### src/rtl/typing_session_if.sv
// Bus bundle between the typing-session controller and its prompt ROM, UART rx/tx,
// stopwatch and status consumers. master = controller side, slave = environment side.
interface typing_session_if #(
  parameter int unsigned ADDR_W = 8,
  parameter int unsigned DATA_W = 8,
  parameter int unsigned ERR_W  = 4
);
  logic              start;
  logic [ADDR_W-1:0] rom_addr;
  logic [DATA_W-1:0] rom_data;
  logic              rx_valid;
  logic [DATA_W-1:0] rx_data;
  logic              tx_valid;
  logic [DATA_W-1:0] tx_data;
  logic              tx_ready;
  logic              sw_clear;
  logic              sw_run;
  logic [ADDR_W-1:0] char_count;
  logic [ERR_W-1:0]  err_count;
  logic              done;
  logic              passed;

  modport master (
    input  start, rom_data, rx_valid, rx_data, tx_ready,
    output rom_addr, tx_valid, tx_data, sw_clear, sw_run, char_count, err_count, done, passed
  );

  modport slave (
    output start, rom_data, rx_valid, rx_data, tx_ready,
    input  rom_addr, tx_valid, tx_data, sw_clear, sw_run, char_count, err_count, done, passed
  );
endinterface

### src/rtl/typing_session_ctrl.sv
// Typing-test session controller: streams a null-terminated prompt from a synchronous ROM
// to the UART transmitter, then checks and echoes each received key, counting correct
// characters and errors and driving the stopwatch.
// Optional backspace support is enabled by defining TYPING_BACKSPACE_EN.
module typing_session_ctrl #(
  parameter int unsigned ADDR_W      = 8,
  parameter int unsigned DATA_W      = 8,
  parameter int unsigned PROMPT_BASE = 0,
  parameter int unsigned MAX_ERRORS  = 3,
  parameter int unsigned ERR_W       = 4
) (
  input logic               clk,
  input logic               reset,
  typing_session_if.master  bus
);

  localparam logic [ADDR_W-1:0] BaseAddr = ADDR_W'(PROMPT_BASE);
  localparam logic [ERR_W-1:0]  MaxErr   = ERR_W'(MAX_ERRORS);
`ifdef TYPING_BACKSPACE_EN
  localparam logic [DATA_W-1:0] KeyBs    = DATA_W'(8'h08);
`endif

  typedef enum logic [3:0] {
    StIdle, StClear, StFetchP, StShow, StRewind, StFetchK,
    StArmed, StWaitKey, StEcho, StCompare, StFinish
  } state_e;

  state_e            state_q, state_d;
  logic [ADDR_W-1:0] rom_addr_q, rom_addr_d;
  logic              tx_valid_q, tx_valid_d;
  logic [DATA_W-1:0] tx_data_q, tx_data_d;
  logic              sw_clear_q, sw_clear_d;
  logic              sw_run_q, sw_run_d;
  logic [ADDR_W-1:0] char_count_q, char_count_d;
  logic [ERR_W-1:0]  err_count_q, err_count_d;
  logic              done_q, done_d;
  logic              passed_q, passed_d;
  logic [DATA_W-1:0] key_q, key_d;
  // First cycle in a fetch state only lets the synchronous ROM catch up with rom_addr.
  logic              rom_wait_q, rom_wait_d;
  // Last ROM address was matched; the address is pinned instead of wrapping.
  logic              exhausted_q, exhausted_d;
  // The echo in flight is a backspace, not a key to compare.
  logic              bs_q, bs_d;
  logic [ERR_W-1:0]  err_next;

  // Next-state and registered-output computation for the session FSM.
  always_comb begin
    state_d      = state_q;
    rom_addr_d   = rom_addr_q;
    tx_valid_d   = tx_valid_q;
    tx_data_d    = tx_data_q;
    sw_clear_d   = 1'b0;
    sw_run_d     = sw_run_q;
    char_count_d = char_count_q;
    err_count_d  = err_count_q;
    done_d       = done_q;
    passed_d     = passed_q;
    key_d        = key_q;
    rom_wait_d   = rom_wait_q;
    exhausted_d  = exhausted_q;
    bs_d         = bs_q;
    err_next     = (err_count_q == '1) ? err_count_q : err_count_q + 1'b1;

    unique case (state_q)
      StIdle, StFinish: begin
        if (bus.start) begin
          state_d      = StClear;
          sw_clear_d   = 1'b1;
          sw_run_d     = 1'b0;
          char_count_d = '0;
          err_count_d  = '0;
          rom_addr_d   = BaseAddr;
          done_d       = 1'b0;
          passed_d     = 1'b0;
          exhausted_d  = 1'b0;
          bs_d         = 1'b0;
        end
      end

      StClear: begin
        rom_addr_d = BaseAddr;
        rom_wait_d = 1'b1;
        state_d    = StFetchP;
      end

      StFetchP: begin
        if (rom_wait_q) begin
          rom_wait_d = 1'b0;
        end else if (bus.rom_data == '0) begin
          state_d = StRewind;
        end else begin
          tx_data_d  = bus.rom_data;
          tx_valid_d = 1'b1;
          state_d    = StShow;
        end
      end

      StShow: begin
        if (bus.tx_ready) begin
          tx_valid_d = 1'b0;
          if (rom_addr_q == '1) begin
            state_d = StRewind;
          end else begin
            rom_addr_d = rom_addr_q + 1'b1;
            rom_wait_d = 1'b1;
            state_d    = StFetchP;
          end
        end
      end

      StRewind: begin
        rom_addr_d  = BaseAddr;
        exhausted_d = 1'b0;
        rom_wait_d  = 1'b1;
        state_d     = StFetchK;
      end

      StFetchK: begin
        if (rom_wait_q) begin
          rom_wait_d = 1'b0;
        end else if (exhausted_q || bus.rom_data == '0) begin
          done_d   = 1'b1;
          passed_d = 1'b1;
          sw_run_d = 1'b0;
          state_d  = StFinish;
        end else begin
          // sw_run is still low only before the first keystroke of the session.
          state_d = sw_run_q ? StWaitKey : StArmed;
        end
      end

      StArmed: begin
        if (bus.rx_valid) begin
          sw_run_d   = 1'b1;
          key_d      = bus.rx_data;
          tx_data_d  = bus.rx_data;
          tx_valid_d = 1'b1;
          state_d    = StEcho;
        end
      end

      StWaitKey: begin
        if (bus.rx_valid) begin
`ifdef TYPING_BACKSPACE_EN
          if (bus.rx_data == KeyBs) begin
            // Nothing to erase: drop the key without an echo.
            if (char_count_q != '0) begin
              bs_d       = 1'b1;
              tx_data_d  = bus.rx_data;
              tx_valid_d = 1'b1;
              state_d    = StEcho;
            end
          end else begin
            key_d      = bus.rx_data;
            tx_data_d  = bus.rx_data;
            tx_valid_d = 1'b1;
            state_d    = StEcho;
          end
`else
          key_d      = bus.rx_data;
          tx_data_d  = bus.rx_data;
          tx_valid_d = 1'b1;
          state_d    = StEcho;
`endif
        end
      end

      StEcho: begin
        if (bus.tx_ready) begin
          tx_valid_d = 1'b0;
          if (bs_q) begin
            bs_d         = 1'b0;
            char_count_d = char_count_q - 1'b1;
            // A pinned address already points at the last character.
            if (exhausted_q) begin
              exhausted_d = 1'b0;
            end else begin
              rom_addr_d = rom_addr_q - 1'b1;
            end
            rom_wait_d = 1'b1;
            state_d    = StFetchK;
          end else begin
            state_d = StCompare;
          end
        end
      end

      StCompare: begin
        if (key_q == bus.rom_data) begin
          if (char_count_q != '1) begin
            char_count_d = char_count_q + 1'b1;
          end
          if (rom_addr_q == '1) begin
            exhausted_d = 1'b1;
          end else begin
            rom_addr_d = rom_addr_q + 1'b1;
          end
          rom_wait_d = 1'b1;
          state_d    = StFetchK;
        end else begin
          err_count_d = err_next;
          if (err_next == MaxErr) begin
            done_d   = 1'b1;
            passed_d = 1'b0;
            sw_run_d = 1'b0;
            state_d  = StFinish;
          end else begin
            state_d = StWaitKey;
          end
        end
      end

      default: state_d = StIdle;
    endcase
  end

  // Session FSM state and all registered outputs; reset aborts any pending transmit.
  always_ff @(posedge clk or posedge reset) begin
    if (reset) begin
      state_q      <= StIdle;
      rom_addr_q   <= BaseAddr;
      tx_valid_q   <= 1'b0;
      tx_data_q    <= '0;
      sw_clear_q   <= 1'b0;
      sw_run_q     <= 1'b0;
      char_count_q <= '0;
      err_count_q  <= '0;
      done_q       <= 1'b0;
      passed_q     <= 1'b0;
      key_q        <= '0;
      rom_wait_q   <= 1'b0;
      exhausted_q  <= 1'b0;
      bs_q         <= 1'b0;
    end else begin
      state_q      <= state_d;
      rom_addr_q   <= rom_addr_d;
      tx_valid_q   <= tx_valid_d;
      tx_data_q    <= tx_data_d;
      sw_clear_q   <= sw_clear_d;
      sw_run_q     <= sw_run_d;
      char_count_q <= char_count_d;
      err_count_q  <= err_count_d;
      done_q       <= done_d;
      passed_q     <= passed_d;
      key_q        <= key_d;
      rom_wait_q   <= rom_wait_d;
      exhausted_q  <= exhausted_d;
      bs_q         <= bs_d;
    end
  end

  assign bus.rom_addr   = rom_addr_q;
  assign bus.tx_valid   = tx_valid_q;
  assign bus.tx_data    = tx_data_q;
  assign bus.sw_clear   = sw_clear_q;
  assign bus.sw_run     = sw_run_q;
  assign bus.char_count = char_count_q;
  assign bus.err_count  = err_count_q;
  assign bus.done       = done_q;
  assign bus.passed     = passed_q;

endmodule

### src/flat_wrapper.sv
// flat-port wrapper written by rule: the top's interface ports become plain ports
module typing_session_ctrl_flat 
#(
  parameter int unsigned ADDR_W      = 8,
  parameter int unsigned DATA_W      = 8,
  parameter int unsigned PROMPT_BASE = 0,
  parameter int unsigned MAX_ERRORS  = 3,
  parameter int unsigned ERR_W       = 4
)
  (clk, reset, bus_start, bus_rom_data, bus_rx_valid, bus_rx_data, bus_tx_ready, bus_rom_addr, bus_tx_valid, bus_tx_data, bus_sw_clear, bus_sw_run, bus_char_count, bus_err_count, bus_done, bus_passed);
  typing_session_if #(.ADDR_W(ADDR_W), .DATA_W(DATA_W), .ERR_W(ERR_W)) bus_i ();
  input logic clk;
  input logic reset;
  input wire logic [$bits(bus_i.start)-1:0] bus_start;
  input wire logic [$bits(bus_i.rom_data)-1:0] bus_rom_data;
  input wire logic [$bits(bus_i.rx_valid)-1:0] bus_rx_valid;
  input wire logic [$bits(bus_i.rx_data)-1:0] bus_rx_data;
  input wire logic [$bits(bus_i.tx_ready)-1:0] bus_tx_ready;
  output wire logic [$bits(bus_i.rom_addr)-1:0] bus_rom_addr;
  output wire logic [$bits(bus_i.tx_valid)-1:0] bus_tx_valid;
  output wire logic [$bits(bus_i.tx_data)-1:0] bus_tx_data;
  output wire logic [$bits(bus_i.sw_clear)-1:0] bus_sw_clear;
  output wire logic [$bits(bus_i.sw_run)-1:0] bus_sw_run;
  output wire logic [$bits(bus_i.char_count)-1:0] bus_char_count;
  output wire logic [$bits(bus_i.err_count)-1:0] bus_err_count;
  output wire logic [$bits(bus_i.done)-1:0] bus_done;
  output wire logic [$bits(bus_i.passed)-1:0] bus_passed;
  assign bus_i.start = bus_start;
  assign bus_i.rom_data = bus_rom_data;
  assign bus_i.rx_valid = bus_rx_valid;
  assign bus_i.rx_data = bus_rx_data;
  assign bus_i.tx_ready = bus_tx_ready;
  assign bus_rom_addr = bus_i.rom_addr;
  assign bus_tx_valid = bus_i.tx_valid;
  assign bus_tx_data = bus_i.tx_data;
  assign bus_sw_clear = bus_i.sw_clear;
  assign bus_sw_run = bus_i.sw_run;
  assign bus_char_count = bus_i.char_count;
  assign bus_err_count = bus_i.err_count;
  assign bus_done = bus_i.done;
  assign bus_passed = bus_i.passed;
  typing_session_ctrl #(.ADDR_W(ADDR_W), .DATA_W(DATA_W), .PROMPT_BASE(PROMPT_BASE), .MAX_ERRORS(MAX_ERRORS), .ERR_W(ERR_W)) u_core (.clk(clk), .reset(reset), .bus(bus_i));
endmodule
### config.mk
export PLATFORM = sky130hd
export DESIGN_NAME = typing_session_ctrl_flat
export DESIGN_NICKNAME = d
export VERILOG_FILES = /design/src/rtl/typing_session_if.sv /design/src/rtl/typing_session_ctrl.sv /design/src/flat_wrapper.sv
export SDC_FILE = /design/constraint.sdc
export NUM_CORES = 1
export LEC_CHECK = 0
export CAP_MARGIN = 20
export CELL_PAD_IN_SITES_DETAIL_PLACEMENT = 0
export CELL_PAD_IN_SITES_GLOBAL_PLACEMENT = 1
export CORE_MARGIN = 8
export CORE_UTILIZATION = 25
export CTS_BUF_LIST = sky130_fd_sc_hd__clkbuf_4 sky130_fd_sc_hd__clkbuf_8
export CTS_CLUSTER_SIZE = 30
export DETAILED_ROUTE_END_ITERATION = 16
export DONT_BUFFER_PORTS = 1
export PLACE_DENSITY = 0.48
export SLEW_MARGIN = 20
export SYNTH_ARGS = -nofsm -noshare
export SYNTH_HDL_FRONTEND = slang
export SYNTH_SLANG_ARGS = --single-unit
### constraint.sdc
create_clock -name clk -period 2.81 [get_ports clk]
set_input_delay 0.562 -clock clk [delete_from_list [all_inputs] [get_ports clk]]
set_output_delay 0.562 -clock clk [all_outputs]
set_load 0.01 [all_outputs]
==> key figures, run 1 <==
Outcome
  • Outcome: complete, no violations

Detailed routing
  • Drt pass-1 iters: 4
  • Antenna viol nets, final: 0
  • Via density: 5.01
  • Routed wire per std cell: 17.8 um
  • Routed via count: 2614
  • Iter 0 DRT Violations: 172
  • Drt drc: 0
  • Drt total wl: 9280 um

Critical path
  • Crit. End Element: register
  • CP Data Arrival Time: 2730 ps
  • CP startpoint kind: register
  • CP Class: register to register
  • Maximum fanout along the worst path: 9
  • Req. time, crit path: 3050 ps
  • R2R depth: 8

Placement
  • Placer Congestion: 0.769
  • Dpl hpwl: 6890 um
  • Buffers on Ports: 0
  • Setup WS pre-CTS: 334 ps

CTS
  • Post_cts resized: 0
  • H-tree Lvls: 2
  • Clk_lat worst skew: 340 ps
  • CTS Buf Count: 5
  • CTS hold repair buffers: 0
  • CTS max path bufs: 2
  • Clock transition at the registers of the reported paths: 100 ps
  • Clock root buffer: clkbuf_8
  • Post-CTS Setup Inserts: 0
  • CTS tree: built
  • Sinks on Clock Net: 47

GRT
  • Global-route wire length before repair: 15500 um
  • GRT overflow: 0
  • Antenna violations before repair: 0
  • Vias in the first global route: 2809
  • GRT Overall Usage: 0.111
  • Largest net degree at the start of global routing: 48

Timing
  • Fin. Hold Viols: 0
  • Max frequency: 0.402 GHz
  • Setup TNS: 0 ps
  • Worst Max-Slew Pin Slew: 902 ps
  • Fin Hold WS: 134 ps
  • Max-slew violation count: 0
  • Clock skew: 15.4 ps
  • Final Cycle Share: 0.885
  • Slew headroom: 0.398
  • Final setup fails: 0
  • Min Tclk post-route: 2490 ps
  • Setup WS post-layout: 323 ps
  • RSZ-0062 raised after global routing: no

Cells and area
  • ANT cells: 0
  • P&R area growth vs syn: 9.50%
  • End-of-flow core utilization: 0.279
  • Fin nets: 381
  • Share of cells above drive strength 1: 0.162

Power and ir drop
  • Total Power: 3.20 mW
  • Leakage: 1.56 nW
  • Max VDD drop: 0.314 mV
  • PwrDens: 871 mW/mm2

Floorplanning
  • Ports: 54
  • Initial core utilization: 0.255
  • Core Box Area: 0.0132 mm2
  • Chip width: 132 um
  • Die H: 132 um
  • Row cnt: 42
  • Die ar.: 0.0174 mm2

Synthesis
  • Post-synth ARST share: 1.00
  • Post-synthesis register bit count: 47
  • Sequential area share after synthesis: 0.350
  • Avg Inst Size Synth: 9.74 um2
  • Post-synthesis cell count: 345
  • Ys Warns: 0
  • Unique masters post-synth: 72
  • Syn Nets: 381
  • Prevailing post-synth register cell: dfrtp_1
  • Synth Cell Area: 0.00336 mm2
  • Number of flops mapped to enable cells by yosys: 0

Flow run
  • Max_cap viols: 0

Hold path
  • Hold Crit Class: input port to async pin
[power by group]
part	internal, mW	switching (mW)	total [mW]
sequential	0.860	0.216	1.08
combinational	0.681	0.880	1.56
clock	0.271	0.295	0.565
[through the flow]
stage               instances  instance area [um2]
CTS                       522                 3670
global route              522                 3680
global placement          514                 3550
floorplan                 345                 3360
finish                    522                 3680
detailed placement        514                 3550
[registers in the layout (all words and copies together), names as in the netlist, 4 cells and up]
register / count
u_core.bus.rom_addr: 8
u_core.key_q: 8
u_core.state_q: 4
u_core.bus.char_count: 8
u_core.bus.err_count: 4
u_core.bus.tx_data: 8
[layout make-up]
cell class                      instances  area [um2]
Clock buffer                            5        68.8
Clock inverter                          3        47.5
Fill cell                            1418        9510
Inverter                               19        71.3
Multi-Input combinational cell        265        2030
Sequential cell                        47        1180
Tap cell                              176         220
Timing Repair Buffer                    7        65.1
[placed cells by master (no fill, tap or decap), types with 3 or more instances in the layout]
master / count
dfrtp_1: 47
o21a_1: 4
a21o_1: 7
a21oi_1: 21
buf_4: 6
a211oi_1: 3
o21ai_1: 4
inv_1: 17
nor2b_1: 7
nor2_1: 24
nand3_1: 10
nand2b_1: 6
o2111ai_1: 3
and2_1: 3
o21bai_1: 3
mux2i_1: 10
xor2_1: 12
or2_2: 4
a21boi_0: 5
o21ai_0: 17
a31oi_1: 5
clkbuf_8: 5
nand2_1: 9
xnor2_1: 5
mux2_2: 15
or3_1: 3
ha_1: 13
nor3_1: 10
nand4_1: 4
o41ai_1: 4
[Yosys cell counts (all sizes together) (6+ instances only)]
cell	count	area, um2
nor2b	8	52.6
nor3	10	50.1
o41ai	6	67.6
buf	12	85.1
nand3	12	77.6
mux2i	10	100
a21oi	22	114
inv	19	71.3
nand2	10	40.0
mux2	15	169
o21ai	22	121
ha	13	163
dfrtp	47	1180
nand2b	7	51.3
xor2	12	105
nor2	24	90.1
a21o	8	61.3
[kinds of logic (layout without fill, tap and decap cells)]
| family | after synthesis | after routing | share of synthesized area |
|---|---|---|---|
| mux | 25 | 25 | 0.0801 |
| fa+ha+maj | 15 | 15 | 0.0603 |
| xor+xnor | 17 | 17 | 0.0443 |
| flops | 47 | 47 | 0.350 |
| compound gates | 109 | 109 | 0.237 |
| buf+inv | 33 | 34 | 0.0488 |
| simple gates | 99 | 99 | 0.179 |
[worst max-delay path, stage by stage (launching register included)]
cell,delay [ps]
dfrtp_1,430
and2b_2,290
nand2b_4,120
ha_1,390
nand3_1,120
o2111ai_1,230
or4b_1,430
or3_1,300
o311ai_1,80
[per-layer routing]
metal	routed length, um	part of all wire	global-route usage
met4	113	0.012	0.0306
met2	4250	0.46	0.176
met5	0	0	0
met3	559	0.060	0.0412
met1	4360	0.47	0.137
[path summary, 6_finish.rpt]
kind	from	slack, ps	endpoint
min in group clk	bus_rx_data[1]	360	u_core.key_q[1]
max in group asynchronous	reset	2430	u_core.bus.char_count[3]
worst max-delay path	u_core.state_q[2]	320	u_core.bus.rom_addr[7]
worst min-delay path	reset	130	u_core.bus.tx_data[5]
worst max register to register	u_core.state_q[2]	320	u_core.bus.rom_addr[7]
worst min register to register	u_core.key_q[4]	530	u_core.key_q[4]
No activity file was read; power rests on OpenSTA's default activity.
==> inputs of run 2 (changes only) <==
--- a/config.mk
+++ b/config.mk
@@ -10,7 +10,7 @@
 export CELL_PAD_IN_SITES_GLOBAL_PLACEMENT = 1
 export CORE_MARGIN = 8
 export CORE_UTILIZATION = 25
-export CTS_BUF_LIST = sky130_fd_sc_hd__clkbuf_4 sky130_fd_sc_hd__clkbuf_8
+export CTS_BUF_LIST = sky130_fd_sc_hd__clkbuf_4
 export CTS_CLUSTER_SIZE = 30
 export DETAILED_ROUTE_END_ITERATION = 16
 export DONT_BUFFER_PORTS = 1
==> key figures, run 2 (same netlist as run 1, synthesis figures left out) <==
Outcome
  • Outcome: complete, no violations (unchanged)

GRT
  • Met2 Use GR: 0.175 (was 0.176)
  • Met3 Use GR: 0.0431 (was 0.0412)
  • Antenna violations before repair: 1 (was 0)
  • GRT overflow: 0 (unchanged)
  • Met1 demand-to-capacity share in global routing: 0.136 (was 0.137)
  • GRT Overall Usage: 0.111 (unchanged)
  • Largest net degree at the start of global routing: 48 (unchanged)
  • Vias in the first global route: 2811 (was 2809)
  • Most Crowded Layer GR: met2 (unchanged)
  • Global-route wire length before repair: 15600 um (was 15500 um)

CTS
  • Clock root buffer: clkbuf_4 (was clkbuf_8)
  • CTS max path bufs: 2 (unchanged)
  • Post-CTS Setup Inserts: 0 (unchanged)
  • H-tree Lvls: 2 (unchanged)
  • CTS tree: built (unchanged)
  • Post_cts resized: 0 (unchanged)
  • Clock transition at the registers of the reported paths: 190 ps (was 100 ps)
  • CTS Buf Count: 5 (unchanged)
  • CTS hold repair buffers: 0 (unchanged)
  • Sinks on Clock Net: 47 (unchanged)
  • Clk_lat worst skew: 430 ps (was 340 ps)

Critical path
  • Crit. End Element: register (unchanged)
  • Req. time, crit path: 3150 ps (was 3050 ps)
  • CP Data Arrival Time: 2840 ps (was 2730 ps)
  • CP startpoint kind: register (unchanged)
  • CP Class: register to register (unchanged)
  • Maximum fanout along the worst path: 9 (unchanged)

Timing
  • Min Tclk post-route: 2500 ps (was 2490 ps)
  • Max frequency: 0.399 GHz (was 0.402 GHz)
  • Final Cycle Share: 0.891 (was 0.885)
  • Slew headroom: 0.371 (was 0.398)
  • RSZ-0062 raised after global routing: no (unchanged)
  • Clock skew: 30.2 ps (was 15.4 ps)
  • Fin. Hold Viols: 0 (unchanged)
  • Final setup fails: 0 (unchanged)
  • Worst Max-Slew Pin Slew: 943 ps (was 902 ps)
  • Setup TNS: 0 ps (unchanged)
  • Max-slew violation count: 0 (unchanged)

Floorplanning
  • Die H: 132 um (unchanged)
  • Row cnt: 42 (unchanged)
  • Ports: 54 (unchanged)
  • Die ar.: 0.0174 mm2 (unchanged)
  • Initial core utilization: 0.255 (unchanged)
  • Core Box Area: 0.0132 mm2 (unchanged)
  • Chip width: 132 um (unchanged)

Detailed routing
  • Via density: 5.05 (was 5.01)
  • Iter 0 DRT Violations: 215 (was 172)
  • Drt pass-1 iters: 4 (unchanged)
  • Drt drc: 0 (unchanged)
  • Routed via count: 2643 (was 2614)
  • Drt total wl: 9280 um (about the same)
  • Antenna viol nets, final: 0 (unchanged)
  • Routed wire per std cell: 17.7 um (was 17.8 um)

Power and ir drop
  • Max VDD drop: 0.299 mV (was 0.314 mV)
  • Leakage: 1.54 nW (was 1.56 nW)
  • PwrDens: 852 mW/mm2 (was 871 mW/mm2)

Flow run
  • Max_cap viols: 0 (unchanged)

Placement
  • Placer Congestion: 0.769 (unchanged)
  • Dpl hpwl: 6890 um (unchanged)
  • Buffers on Ports: 0 (unchanged)

Cells and area
  • End-of-flow core utilization: 0.277 (was 0.279)
  • Commonest cells after routing, fill and taps aside: dfrtp_1 (47), nor2_1 (24), a21oi_1 (21), inv_1 (17), o21ai_0 (17) (unchanged)
  • Most common cell after layout, fill and taps aside: dfrtp_1 (unchanged)
  • Share of cells above drive strength 1: 0.162 (unchanged)
  • P&R area growth vs syn: 8.64% (was 9.50%)
  • Fin nets: 381 (unchanged)

Hold path
  • Hold Crit Class: input port to async pin (unchanged)
==> run 2: cell count changes in the layout (fill, tap and decap cells not counted), sizes merged <==
cell / change
diode: +1
==> run 2: area by class of cell <==
type	count	area (um2)
clock buffer	5	37.5
multi-input combinational	265	2030
tap	176	220
clock inverter	3	47.5
inverter	19	71.3
sequential	47	1180
antenna	1	2.50
fill	1422	9540
timing repair buffer	7	65.1
==> run 2: power by group <==
part           internal (mW)  switching, mW  total, mW
registers              0.859          0.216       1.07
logic                  0.681          0.878       1.56
clock network          0.192          0.285      0.477
==> run 2: critical path, stage by stage, from the launching register on <==
cell and delay [ps]:
dfrtp_1 460, and2b_2 290, nand2b_4 120, ha_1 390, nand3_1 120, o2111ai_1 230, or4b_1 430, or3_1 300
o311ai_1 80
==> run 2: final timing paths <==
check | depth (start not counted) | start | slack [ps] | end
min in group clk | 1 | bus_rx_data[1] | 260 | u_core.key_q[1]
worst min-delay path | 2 | reset | 30 | u_core.exhausted_q
worst max-delay path | 8 | u_core.state_q[2] | 310 | u_core.bus.rom_addr[7]
max in group asynchronous | 2 | reset | 2530 | u_core.bus.char_count[3]
worst max register to register | 8 | u_core.state_q[2] | 310 | u_core.bus.rom_addr[7]
worst min register to register | 1 | u_core.key_q[4] | 550 | u_core.key_q[4]
==> run 2: per-stage QoR <==
| step | hold slack (ps) | worst slack [ps] | power [mW] | instances | area, um2 |
|---|---|---|---|---|---|
| finish | 33.0 | 306 | 3.11 | 523 | 3650 |
| global route | 17.4 | 147 | 3.41 | 523 | 3650 |
| CTS | 22.5 | 298 | 3.16 | 522 | 3640 |
| detailed placement | 514 | 334 | 2.66 | 514 | 3550 |
| global placement | 509 | 356 | 2.65 | 514 | 3550 |
| floorplan | 487 | 363 | 2.35 | 345 | 3360 |
==> run 2: per-layer routing <==
layer / vias to the layer above / part of all wire / wire length, um
met5: - / 0 / 0
met4: 0 / 0.014 / 128
met3: 8 / 0.070 / 647
met2: 60 / 0.46 / 4260
met1: 1278 / 0.46 / 4240
li1: 1297 / - / -
==> inputs of run 3 (changes only) <==
--- a/config.mk
+++ b/config.mk
@@ -14,7 +14,7 @@
 export CTS_CLUSTER_SIZE = 30
 export DETAILED_ROUTE_END_ITERATION = 16
 export DONT_BUFFER_PORTS = 1
-export PLACE_DENSITY = 0.48
+export PLACE_DENSITY = 0.5
 export SLEW_MARGIN = 20
 export SYNTH_ARGS = -nofsm -noshare
 export SYNTH_HDL_FRONTEND = slang
==> constraint.sdc (replaced) <==
create_clock -name clk -period 2 [get_ports clk]
set_input_delay 0.4 -clock clk [delete_from_list [all_inputs] [get_ports clk]]
set_output_delay 0.4 -clock clk [all_outputs]
set_load 0.01 [all_outputs]
==> key figures, run 3 (same netlist as run 1, synthesis figures left out) <==
Outcome
  • Outcome: complete, but fails checks (was complete, no violations)
  • Violated checks: negative setup slack

Critical path
  • CP Data Arrival Time: 2670 ps (was 2840 ps)
  • CP startpoint kind: register (unchanged)
  • R2R depth: 8 (unchanged)
  • Req. time, crit path: 2320 ps (was 3150 ps)
  • Maximum fanout along the worst path: 8 (was 9)
  • Crit. End Element: register (unchanged)
  • CP Class: register to register (unchanged)

Cells and area
  • Most common cell after layout, fill and taps aside: buf_4 (was dfrtp_1)
  • P&R area growth vs syn: 43.2% (was 8.64%)
  • Share of cells above drive strength 1: 0.449 (was 0.162)
  • Commonest cells after routing, fill and taps aside: buf_4 (82), dfrtp_1 (46), nor2_1 (23), a21oi_1 (17), inv_1 (15) (was dfrtp_1 (47), nor2_1 (24), a21oi_1 (21), inv_1 (17), o21ai_0 (17))
  • End-of-flow core utilization: 0.365 (was 0.277)
  • Fin nets: 472 (was 381)
  • Final Cell Area: 0.00481 mm2 (was 0.00365 mm2)

Detailed routing
  • Iter 0 DRT Violations: 123 (was 215)
  • Drt drc: 0 (unchanged)
  • Antenna viol nets, final: 0 (unchanged)
  • Routed via count: 3008 (was 2643)
  • Routed wire per std cell: 17.4 um (was 17.7 um)
  • Drt total wl: 10700 um (was 9280 um)
  • Drt pass-1 iters: 4 (unchanged)
  • Via density: 4.90 (was 5.05)

Power and ir drop
  • Leakage: 2.10 nW (was 1.54 nW)
  • Max VDD drop: 0.432 mV (was 0.299 mV)
  • PwrDens: 1200 mW/mm2 (was 852 mW/mm2)

Placement
  • Buffers on Ports: 0 (unchanged)
  • Setup WS pre-CTS: -376 ps (was 334 ps)
  • Dpl hpwl: 7910 um (was 6890 um)
  • Placer Congestion: 0.813 (was 0.769)
  • Post-DP Area: 0.00419 mm2 (was 0.00355 mm2)

Floorplanning
  • Die H: 132 um (unchanged)
  • Initial core utilization: 0.255 (unchanged)
  • Row cnt: 42 (unchanged)
  • Core Box Area: 0.0132 mm2 (unchanged)
  • Chip width: 132 um (unchanged)
  • Ports: 54 (unchanged)
  • Die ar.: 0.0174 mm2 (unchanged)

Timing
  • Min Tclk post-route: 2350 ps (was 2500 ps)
  • RSZ-0062 raised after global routing: yes (was no)
  • Setup WS post-layout: -352 ps (was 306 ps)
  • Slew headroom: 0.680 (was 0.371)
  • Fin. Hold Viols: 0 (unchanged)
  • Fin Hold WS: 115 ps (was 33.0 ps)
  • Worst Max-Slew Pin Slew: 478 ps (was 943 ps)
  • Clock skew: 23.5 ps (was 30.2 ps)
  • Max frequency: 0.425 GHz (was 0.399 GHz)
  • Final setup fails: 12 (was 0)
  • Setup TNS: -1850 ps (was 0 ps)
  • Final Cycle Share: 1.18 (was 0.891)
  • Max-slew violation count: 0 (unchanged)

CTS
  • Clk_lat worst skew: 410 ps (was 430 ps)
  • Clock transition at the registers of the reported paths: 180 ps (was 190 ps)
  • CTS max path bufs: 2 (unchanged)
  • H-tree Lvls: 2 (unchanged)
  • Clock root buffer: clkbuf_4 (unchanged)
  • CTS Buf Count: 5 (unchanged)
  • CTS tree: built (unchanged)
  • Sinks on Clock Net: 47 (unchanged)

Hold path
  • Hold Path Depth: 1
  • Hold Crit Class: input port to register (was input port to async pin)

GRT
  • Largest net degree at the start of global routing: 24 (was 48)
  • GRT Overall Usage: 0.124 (was 0.111)
  • Global-route wire length before repair: 17300 um (was 15600 um)
  • GRT overflow: 0 (unchanged)
  • Antenna violations before repair: 1 (unchanged)
  • Vias in the first global route: 3105 (was 2811)

Flow run
  • Max_cap viols: 0 (unchanged)
[run 3: cell count changes in the layout (fill, tap and decap cells not counted), moves of 5 or more]
cell and delta:
buf_6 +11, ha_4 +9, buf_4 +76, mux2_2 -5, o21ai_0 -7, mux2_4 +5, ha_1 -10
[run 3: worst paths after layout]
kind / to / startpoint / slack [ps]
setup / recovery: u_core.bus.rom_addr[7] / u_core.state_q[1] / -350
hold / removal: u_core.key_q[5] / bus_rx_data[5] / 110
setup reg to reg: u_core.bus.rom_addr[7] / u_core.state_q[1] / -350
hold reg to reg: u_core.key_q[5] / u_core.key_q[5] / 550
max in group asynchronous: u_core.bus.tx_data[5] / reset / 970
min in group asynchronous: u_core.exhausted_q / reset / 420
[run 3: power breakdown]
group | leakage (nW) | switching (mW) | internal, mW
sequential | 0.611 | 0.267 | 1.21
clock | 0.0458 | 0.383 | 0.270
combinational | 1.44 | 1.75 | 1.89
total | 2.10 | 2.40 | 3.37
[run 3: critical path, cell delays in order, from the launching register on]
cell	delay, ps
dfrtp_2	450
xnor2_2	150
nand2b_4	230
ha_4	330
nand3_4	80
o2111ai_2	170
or4b_1	440
or3_4	340
o311ai_2	80
[run 3: timing repair]
item,4_1_cts,5_1_grt
gates resized for setup,41,41
hold buffers,1,0
gates cloned,1,0
endpoints found under the setup margin,17,25
hold endpoints to repair,16,0
pin swaps,14,21
setup buffers,9,9
[run 3: through the flow]
stage / power (mW) / cells
6_report: 5.77 / 614
4_1_cts: 5.59 / 605
3_3_place_gp: 4.40 / 586
5_1_grt: 6.22 / 614
3_5_place_dp: 4.41 / 586
2_1_floorplan: 3.47 / 345
[run 3: area by class of cell]
type | count | area, um2
fillers | 1346 | 8380
multi-input cells | 266 | 2450
flip-flops and latches | 47 | 1180
repair buffers | 97 | 805
well taps | 176 | 220
inverters | 19 | 73.8
clock inverters | 3 | 47.5
clock buffers | 5 | 37.5
diodes | 1 | 2.50
[run 3: per-layer routing]
layer / vias up / global-route usage / routed length, um
li1: 1476 / - / -
met1: 1469 / 0.158 / 5060
met2: 54 / 0.197 / 4860
met3: 9 / 0.0381 / 597
met4: 0 / 0.0345 / 154
met5: - / 0 / 0
